===== src/rtl/defines.v =====
// Global widths and writeback-controller defaults shared across the core.
`ifndef YSYX_210184_DEFINES_V
`define YSYX_210184_DEFINES_V
`define REG_BUS       63:0
`define WB_FIFO_DEPTH 2
`define WB_STARVE_MAX 4
`endif


===== src/rtl/ysyx_210184_wb_ctrl_pkg.sv =====
// Shared types for the writeback controller: result payload and scoreboard lookup.
`include "defines.v"

package ysyx_210184_wb_ctrl_pkg;
  localparam int XLEN = $bits(logic [`REG_BUS]);

  typedef logic [XLEN-1:0] reg_t;

  typedef struct packed {
    logic [4:0] rd;
    reg_t       data;
  } wb_res_t;

  // x0 is hardwired, so it never reports busy.
  function automatic logic reg_busy(input logic [31:1] busy, input logic [4:0] idx);
    return (idx == 5'd0) ? 1'b0 : busy[idx];
  endfunction
endpackage


===== src/rtl/ysyx_210184_wb_ctrl_fifo.sv =====
// Skid FIFO holding LSU results until the writeback arbiter drains them.
module ysyx_210184_wb_fifo
  import ysyx_210184_wb_ctrl_pkg::*;
#(
  parameter int DEPTH = `WB_FIFO_DEPTH
) (
  input  logic    clk,
  input  logic    rst_n,
  input  logic    push,
  input  wb_res_t push_res,
  input  logic    pop,
  output wb_res_t head,
  output logic    full,
  output logic    empty
);
  localparam int PW = (DEPTH > 1) ? $clog2(DEPTH) : 1;
  localparam int CW = $clog2(DEPTH + 1);

  wb_res_t         mem_q [DEPTH];
  logic [PW-1:0]   wr_q, wr_d, rd_q, rd_d;
  logic [CW-1:0]   cnt_q, cnt_d;
  logic            do_push, do_pop;

  assign full    = (cnt_q == CW'(DEPTH));
  assign empty   = (cnt_q == '0);
  assign do_pop  = pop & ~empty;
  // A pop frees a slot in the same cycle, so a push into a full FIFO still lands.
  assign do_push = push & (~full | do_pop);
  assign head    = mem_q[rd_q];

  always_comb begin
    wr_d  = wr_q;
    rd_d  = rd_q;
    cnt_d = cnt_q + CW'(do_push) - CW'(do_pop);
    if (do_push) wr_d = (wr_q == PW'(DEPTH - 1)) ? '0 : wr_q + PW'(1);
    if (do_pop)  rd_d = (rd_q == PW'(DEPTH - 1)) ? '0 : rd_q + PW'(1);
  end

  always_ff @(posedge clk or negedge rst_n) begin
    if (!rst_n) begin
      wr_q  <= '0;
      rd_q  <= '0;
      cnt_q <= '0;
    end else begin
      wr_q  <= wr_d;
      rd_q  <= rd_d;
      cnt_q <= cnt_d;
    end
  end

  always_ff @(posedge clk) begin
    if (do_push) mem_q[wr_q] <= push_res;
  end
endmodule


===== src/rtl/ysyx_210184_wb_ctrl.sv =====
// Writeback controller: register scoreboard, ALU/LSU arbitration with starvation guard,
// and a registered register-file write port.
module ysyx_210184_wb_ctrl
  import ysyx_210184_wb_ctrl_pkg::*;
#(
  parameter int FIFO_DEPTH = `WB_FIFO_DEPTH,
  parameter int STARVE_MAX = `WB_STARVE_MAX
) (
  input  logic       clk,
  input  logic       rst_n,
  input  logic       iss_valid,
  input  logic [4:0] iss_rd,
  input  logic [4:0] iss_rs1,
  input  logic [4:0] iss_rs2,
  output logic       iss_stall,
  input  logic       alu_valid,
  output logic       alu_ready,
  input  logic [4:0] alu_rd,
  input  reg_t       alu_data,
  input  logic       lsu_valid,
  output logic       lsu_ready,
  input  logic [4:0] lsu_rd,
  input  reg_t       lsu_data,
  output logic       w_ena,
  output logic [4:0] w_addr,
  output reg_t       w_data
);
  localparam int SW = $clog2(STARVE_MAX) + 1;

  logic [31:1]   busy_q, busy_d;
  logic [SW-1:0] starve_q, starve_d;
  logic          w_ena_q;
  logic [4:0]    w_addr_q;
  reg_t          w_data_q;

  wb_res_t fifo_head, sel_res;
  logic    fifo_full, fifo_empty;
  logic    starve_hit, sel_alu, sel_fifo, sel_any, sel_wr, iss_acc;

  ysyx_210184_wb_fifo #(.DEPTH(FIFO_DEPTH)) u_fifo (
    .clk      (clk),
    .rst_n    (rst_n),
    .push     (lsu_valid & lsu_ready),
    .push_res (wb_res_t'{rd: lsu_rd, data: lsu_data}),
    .pop      (sel_fifo),
    .head     (fifo_head),
    .full     (fifo_full),
    .empty    (fifo_empty)
  );

  assign iss_stall = iss_valid & (~rst_n | reg_busy(busy_q, iss_rs1) |
                                  reg_busy(busy_q, iss_rs2) | reg_busy(busy_q, iss_rd));
  assign iss_acc   = iss_valid & ~iss_stall;

  // After STARVE_MAX-1 consecutive ALU wins over a waiting LSU result, hold the ALU off.
  assign starve_hit = (starve_q == SW'(STARVE_MAX - 1)) & ~fifo_empty;
  assign alu_ready  = rst_n & ~starve_hit;
  assign lsu_ready  = rst_n & ~fifo_full;

  assign sel_alu  = alu_valid & alu_ready;
  assign sel_fifo = rst_n & ~sel_alu & ~fifo_empty;
  assign sel_any  = sel_alu | sel_fifo;
  assign sel_res  = sel_alu ? wb_res_t'{rd: alu_rd, data: alu_data} : fifo_head;
  assign sel_wr   = sel_any & (sel_res.rd != 5'd0);

  always_comb begin
    busy_d = busy_q;
    if (sel_wr) busy_d[sel_res.rd] = 1'b0;
    // Applied after the clear so a same-cycle reservation of the written index survives.
    if (iss_acc && iss_rd != 5'd0) busy_d[iss_rd] = 1'b1;
  end

  always_comb begin
    starve_d = starve_q;
    if (fifo_empty || sel_fifo) starve_d = '0;
    else if (sel_alu)           starve_d = starve_q + SW'(1);
  end

  always_ff @(posedge clk or negedge rst_n) begin
    if (!rst_n) begin
      busy_q   <= '0;
      starve_q <= '0;
      w_ena_q  <= 1'b0;
      w_addr_q <= '0;
      w_data_q <= '0;
    end else begin
      busy_q   <= busy_d;
      starve_q <= starve_d;
      w_ena_q  <= sel_wr;
      if (sel_wr) begin
        w_addr_q <= sel_res.rd;
        w_data_q <= sel_res.data;
      end
    end
  end

  assign w_ena  = w_ena_q;
  assign w_addr = w_addr_q;
  assign w_data = w_data_q;
endmodule


===== config.mk =====
export PLATFORM = sky130hd
export DESIGN_NAME = ysyx_210184_wb_ctrl
export DESIGN_NICKNAME = d
export VERILOG_FILES = /design/src/rtl/ysyx_210184_wb_ctrl_pkg.sv /design/src/rtl/ysyx_210184_wb_ctrl_fifo.sv /design/src/rtl/ysyx_210184_wb_ctrl.sv
export VERILOG_INCLUDE_DIRS = /design/src /design/src/rtl
export SDC_FILE = /design/constraint.sdc
export NUM_CORES = 1
export LEC_CHECK = 0
export ABC_AREA = 1
export CELL_PAD_IN_SITES_DETAIL_PLACEMENT = 1
export CELL_PAD_IN_SITES_GLOBAL_PLACEMENT = 2
export CORE_MARGIN = 10
export CORE_UTILIZATION = 34
export DETAILED_ROUTE_END_ITERATION = 10
export PLACE_DENSITY = 0.95
export SLEW_MARGIN = 20
export SYNTH_ARGS = -nofsm -noshare
export SYNTH_HDL_FRONTEND = slang
export SYNTH_SLANG_ARGS = --single-unit

===== constraint.sdc =====
create_clock -name clk -period 6.9 [get_ports clk]
set_input_delay 0.69 -clock clk [delete_from_list [all_inputs] [get_ports clk]]
set_output_delay 0.69 -clock clk [all_outputs]
set_load 0.005 [all_outputs]

**Word-level counts from Yosys, hierarchy flattened**

Memories as Yosys holds them, arrays and structs flattened.
Index checks and enable logic that the tools add are counted.

- Register bits: 108
- Memory bits (writable): 138
- Logic and storage cells: 81
- Memories kept: 1

- $add $sub $neg: 5
- Magnitude comparators: 6
- Equality and inequality tests: 2
- Mux-type cells: 22
- Bitwise logic cells: 26
- Reductions and logical operators: 11

Memories:

| memory | depth | width | rd ports | clocked after memory_dff | wr ports | RTL line | text |
|---|---|---|---|---|---|---|---|
| u_fifo.mem_q | 2 | 69 | 1 | 0 | 1 | ysyx_210184_wb_ctrl_fifo.sv:19 | `wb_res_t mem_q [DEPTH];` |

Operators by type and width:

| operator | count |
|---|---|
| 2-to-1 mux 69 bit | 1 |
| 2-to-1 mux 31 bit | 2 |
| bitwise AND 31 bit | 1 |
| inverter 31 bit | 1 |
| OR 31 bit | 1 |
| less-than comparator 5 x 6 -> 1 bit (second input constant) | 4 |
| binary-select mux 1 bit (select 5 bit) | 3 |
| zero test 5 bit | 3 |
| bitwise AND 1 bit | 12 |
| 2-to-1 mux 1 bit | 12 |
| demux 1 bit (select 5 bit) | 2 |
| >= comparator 5 x 1 -> 1 bit (second input constant) | 2 |
| nonzero test 5 bit | 2 |
| 2-to-1 mux 3 bit | 2 |
| inverter 1 bit | 6 |
| OR 1 bit | 5 |
| adder 3 x 1 -> 3 bit (second input constant) | 1 |
| == test 3 x 2 -> 1 bit (second input constant) | 1 |
| logical AND 1 bit | 3 |
| adder 1 bit (second input constant) | 2 |
| adder 2 x 1 -> 2 bit | 1 |
| == test 2 bit (second input constant) | 1 |
| zero test 2 bit | 1 |
| nonzero test 2 bit | 1 |
| other kinds (2) | 2 |

**Logic depth before layout (Yosys ltp)**

- Depth in word-level cells: 16
- Gate-level depth with buffers: 16
- Mapped depth without buffers: 14

**Hierarchy**

From an unflattened synthesis, not the netlist that was laid out.

- Cells, all modules: 1,278
- Area total of the unflattened synthesis: 11,384.7 sq um

By module, submodules not included:

| module | instances | cells each | area an instance (sq um) | seq. area each (sq um) |
|---|---|---|---|---|
| ysyx_210184_wb_ctrl | 1 | 887 | 6,100.9 | 2,602.5 |
| ysyx_210184_wb_fifo | 1 | 391 | 5,283.8 | 4,244.1 |

**Worst setup path before layout**

OpenSTA, ideal clock, no wires.

- Path kind: input to register
- From: input port rst_n
- To: memory u_fifo.mem_q[0][0] (netlist bit) (enable)
- Arrival time: 3,935 ps
- Slack: 2,468 ps
- Stages: 4
- Path buffers: 0
- Cells stage by stage: inv_1 -> a21oi_1 -> nand2_1 -> nor2_1

- Elaborated cells between the ends (all ways): 12
- Classes of those cells: mux (2); bitwise (10)

RTL lines:

| item | RTL line | text |
|---|---|---|
| start, declared | ysyx_210184_wb_ctrl.sv:10 | `input logic rst_n,` |
| bitwise AND 1 bit | ysyx_210184_wb_ctrl.sv:58 | `assign lsu_ready = rst_n & ~fifo_full;` |
| via lsu_ready | ysyx_210184_wb_ctrl.sv:21 | `output logic lsu_ready,` |
| bitwise AND 1 bit | ysyx_210184_wb_ctrl.sv:43 | `.push (lsu_valid & lsu_ready),` |
| bitwise AND 1 bit | ysyx_210184_wb_ctrl_fifo.sv:28 | `assign do_push = push & (~full \| do_pop);` |
| 2-to-1 mux 1 bit | ysyx_210184_wb_ctrl_fifo.sv:52 | `if (do_push) mem_q[wr_q] <= push_res;` |
| 2-to-1 mux 1 bit (implied by the code) | ysyx_210184_wb_ctrl_fifo.sv:52 |  |
| end, declared | ysyx_210184_wb_ctrl_fifo.sv:19 |  |

The timed path passes the listed nets, and every way through them passes these cells.

**Worst setup path after layout**

- From: input port iss_rd[0]
- To: output port iss_stall

- Word-level cells in the longest chain between the ends: 5
- Elaborated cells between the ends (all ways): 6
- Classes of those cells: mux (3); bitwise (2); reduce/logical (1)

Ends and longest elaborated chain:

| item | RTL line | text |
|---|---|---|
| start, declared | ysyx_210184_wb_ctrl.sv:12 | `input logic [4:0] iss_rd,` |
| binary-select mux 1 bit (select 5 bit) | ysyx_210184_wb_ctrl_pkg.sv:16 | `return (idx == 5'd0) ? 1'b0 : busy[idx];` |
| 2-to-1 mux 1 bit (implied by the code) | ysyx_210184_wb_ctrl_pkg.sv:16 |  |
| 2-to-1 mux 1 bit * | ysyx_210184_wb_ctrl_pkg.sv:16 |  |
| OR 1 bit * | ysyx_210184_wb_ctrl.sv:52 | `reg_busy(busy_q, iss_rs2) \| reg_busy(busy_q, iss_rd));` |
| bitwise AND 1 bit * | ysyx_210184_wb_ctrl.sv:51 | `assign iss_stall = iss_valid & (~rst_n \| reg_busy(busy_q, iss_rs1) \|` |
| end, declared | ysyx_210184_wb_ctrl.sv:15 | `output logic iss_stall,` |

Mark *: on every way between the ends. The rest lies on a longest branch, timed or not. The select of a mux whose other input is x is not followed.

==> flow_summary_export.csv <==
group,metric,value,unit
run_status,outcome,"finished, final reports clean",
logic_synthesis,yosys.area.top_type,"edfxtp_1",
sta,period_share,65.8,%
logic_synthesis,seq_area_frac_synth,60.8,%
layout,area_growth,31.7,%
grt,grt_pass1_vias,10300,
setup_path,cp.arrival,3.85,ns
setup_path,endpoint_kind,"primary output",
cts,cts_setup_buffers,0,
cts,path_clk_slew,0.06,ns
min_path,hp-start,"w_data[32]",
cts,h-tree-depth,1,
grt,track_usage,18.7,%
setup_path,slowest_stage,"clkdlybuf4s50_1",
setup_path,slowest_delay,0.91,ns
sta,worstMarginPinSlew,0.989,ns
logic_synthesis,ys_seq_elements,246,
setup_path,cp_cell_sequence,"clkdlybuf4s50_1, inv_1, nand3_1, nand2_1, nor2_1, nor2_1, nor2_1, nand2_1, nor2_1, nand3_1, nor2_2, buf_4, nor2_1, clkdlybuf4s50_1",
setup_path,crit-reg2reg-capture,"w_data[55]",
layout,seq_area,0.00685,mm^2
min_path,hold_path.class,"register to register",
setup_path,cp_max_fo,32,
logic_synthesis,syn_nets,1368,
setup_path,path_buf_inv,4,
placement,dp_cells,1825,
detailed_routing,drt-total-wl,39.5,mm
setup_path,r2r_cells,13,
power_and_ir_drop,seqPwrFrac,40.3,%
cts,cts_root_buffer,"clkbuf_16",
cts,ctsResizeCount,0,
setup_path,critical_path.top_delay_family,"buffers and inverters",
sta,finalSetupTns,0,ns
power_and_ir_drop,p_sw,1840,uW
floorplan,die_w,202,um
sta,period_needed,4.54,ns
logic_synthesis,synth.distinct_cells,34,
detailed_routing,drtPass1Iterations,4,
placement,post-dp-hpwl,27.5,mm
setup_path,critical_path_class,"input port to primary output",
detailed_routing,viasPerCell,5.04,
logic_synthesis,syn-mean-instance-area,9.33,um^2
floorplan,start_util,34.5,%
grt,grt_pass1_wl,60.5,mm
detailed_routing,avgRoutedWirePerCell,21.0,um
layout,filler_cell_count,3666,
detailed_routing,drc,0,
min_path,min_to,"w_data[32]",
power_and_ir_drop,combPwrFrac,32.5,%
power_and_ir_drop,vdd_ir_drop_max,0.253,mV
setup_path,reg2reg_from,"u_fifo.rd_q",
power_and_ir_drop,switching_share,33.7,%
setup_path,worst-path-stages,14,
cts,cts_buffers,27,
logic_synthesis,netlist_top_cells_area,"edfxtp_1 (37%), dfrtp_1 (24%), nand2_1 (14%), a31o_2 (5.0%), nor2_1 (3.8%)",
power_and_ir_drop,power_leakage,0.00615,uW
logic_synthesis,yosysWarnings,0,
setup_path,rrSetupSlack,2.71,ns
sta,drv_slew,0,
detailed_routing,drt_iter0_markers,476,
power_and_ir_drop,pwr_density_cell,368,mW/mm^2
cts,insertion_delay,0.55,ns
cts,cts_sinks,246,
grt,antenna_found_initial,10,
setup_path,critPathLaunchType,"input port",
cts,holdBufCountCts,1,
sta,max_freq,220,MHz
power_and_ir_drop,pwr-share-clk,27.2,%
detailed_routing,ant_nets,0,
setup_path,cp.required,6.21,ns
sta,relSlewSlack,34.1,%
placement,portBuffers,230,
floorplan,io-pin-count,231,
setup_path,path_common_cell,"nor2_1",
sta,setup_viol,0,
layout,multi_input_area,0.00382,mm^2
floorplan,die_y,202,um
sta,clock_skew,0.0185,ns
grt,grt_max_degree,89,
logic_synthesis,syn_area,0.0113,mm^2
detailed_routing,dr_total_vias,9496,
logic_synthesis,synth_cells,1206,
power_and_ir_drop,p_int,3620,uW
flow_run,maxCapViolCount,0,
floorplan,rows,66,
floorplan,die_area,0.0408,mm^2
sta,final-hold-violation-count,0,
cts,clockBufferDepth,3,
floorplan,core,0.0326,mm^2
min_path,hold_path_depth,2,
layout,fin_cells,1883,
placement,place_congestion,0.852,
layout,nNetsFinal,1575,
grt,grt-ovfl-total,0,
layout,drive_gt1_share,9.14,%
logic_synthesis,synth_top_cell_area_share,36.8,%
sta,rsz0062_at_grt,"no",
cts,cts_tree,"done",
==> power by group through the flow <==
| stage | clock (uW) | sequential [uW] | combinational [uW] |
|---|---|---|---|
| floorplan | 0 | 2140 | 897 |
| global placement | 0 | 2200 | 1720 |
| detailed placement | 0 | 2210 | 1790 |
| CTS | 1520 | 2200 | 1810 |
| global route | 1580 | 2230 | 1960 |
| finish | 1490 | 2200 | 1780 |
==> how the worst max path moves through the flow <==
stage | start | to | slack [ns]
3_3_place_gp | iss_rd[0] | iss_stall | 2.35
6_report | iss_rd[0] | iss_stall | 2.36
5_1_grt | iss_rd[0] | iss_stall | 2.06
2_1_floorplan | rst_n | u_fifo.mem_q[0][0] | 2.47
4_1_cts | iss_rd[0] | iss_stall | 2.32
3_5_place_dp | iss_rd[0] | iss_stall | 2.33
==> cells in the final DEF, fill, tap and decap left out, types with 36 or more instances in the layout <==
| master | n |
|---|---|
| a31o_2 | 64 |
| dfrtp_1 | 107 |
| nor2_1 | 110 |
| inv_1 | 74 |
| o21ai_0 | 36 |
| nand3_1 | 83 |
| o21ai_1 | 70 |
| clkdlybuf4s50_1 | 229 |
| nand2_1 | 417 |
| edfxtp_1 | 138 |
==> sequential cells by signal (all words and copies together), names as in the netlist <==
name and count:
busy_q 31, starve_q 3, u_fifo.cnt_q 2, u_fifo.mem_q 138, u_fifo.rd_q 1, u_fifo.wr_q 1, w_addr 5, w_data 64
w_ena 1
==> tightest hold or removal path, cell delays in order, from the launching register on <==
cell	delay, ns
dfrtp_1	0.34
nand2_1	0.05
o21ai_1	0.06
==> synthesized netlist by cell type <==
library cell  count
buf_4             3
and2_1            1
o21ai_0          36
dfrtp_1         108
nor3_1            7
o21ai_1          70
and3_1            1
edfxtp_1        138
nand3_1          83
clkbuf_1         35
or2_4             1
inv_2             1
a21boi_0          1
nand2_1         417
nor2_2            2
clkbuf_2          1
a21oi_1           2
a31oi_1           2
xor2_1            2
a31o_2           64
buf_6             8
clkinv_1          1
ha_1              4
nor2_1          113
buf_2            13
mux2i_1           3
or2_2             1
xnor2_1           2
inv_1            75
buf_1             2
nand3_4           1
o211ai_1          3
nand2_2           2
o21ai_2           3
==> per-stage QoR <==
step	cell area (um^2)	hold slack (ns)	worst slack (ns)	total power (uW)	util (%)
floorplan	11300	0.394	2.47	3040	-
global placement	13900	0.472	2.35	3920	42.5
detailed placement	13900	0.478	2.33	4000	42.5
CTS	14800	0.494	2.32	5520	45.4
global route	14800	0.525	2.06	5770	45.4
finish	14800	0.492	2.36	5460	45.4
==> per-layer routing <==
metal,GRT usage [%],part of all wire (%)
met2,31.9,49
met1,22.2,41
met5,0,0.089
met3,5.21,7.0
met4,6.47,2.8
==> cells by family after synthesis <==
kind of cell	synth area share (%)
and+or+nand+nor	22.3
DFF	60.8
AOI/OAI and AO/OA	10.4
buffers and inverters	5.43
xor gates and xnor gates	0.311
adders and majority gates	0.445
muxes	0.267
==> area by class of cell <==
cell class,instances,area share [%]
diodes,8,0.135
clock inverters,11,1.11
clock buffers,38,5.04
well taps,442,3.73
inverters,77,1.95
repair buffers,240,16.0
flip-flops and latches,246,46.2
multi-input cells,821,25.8
Note: power is estimated with default switching activity, not from simulation.
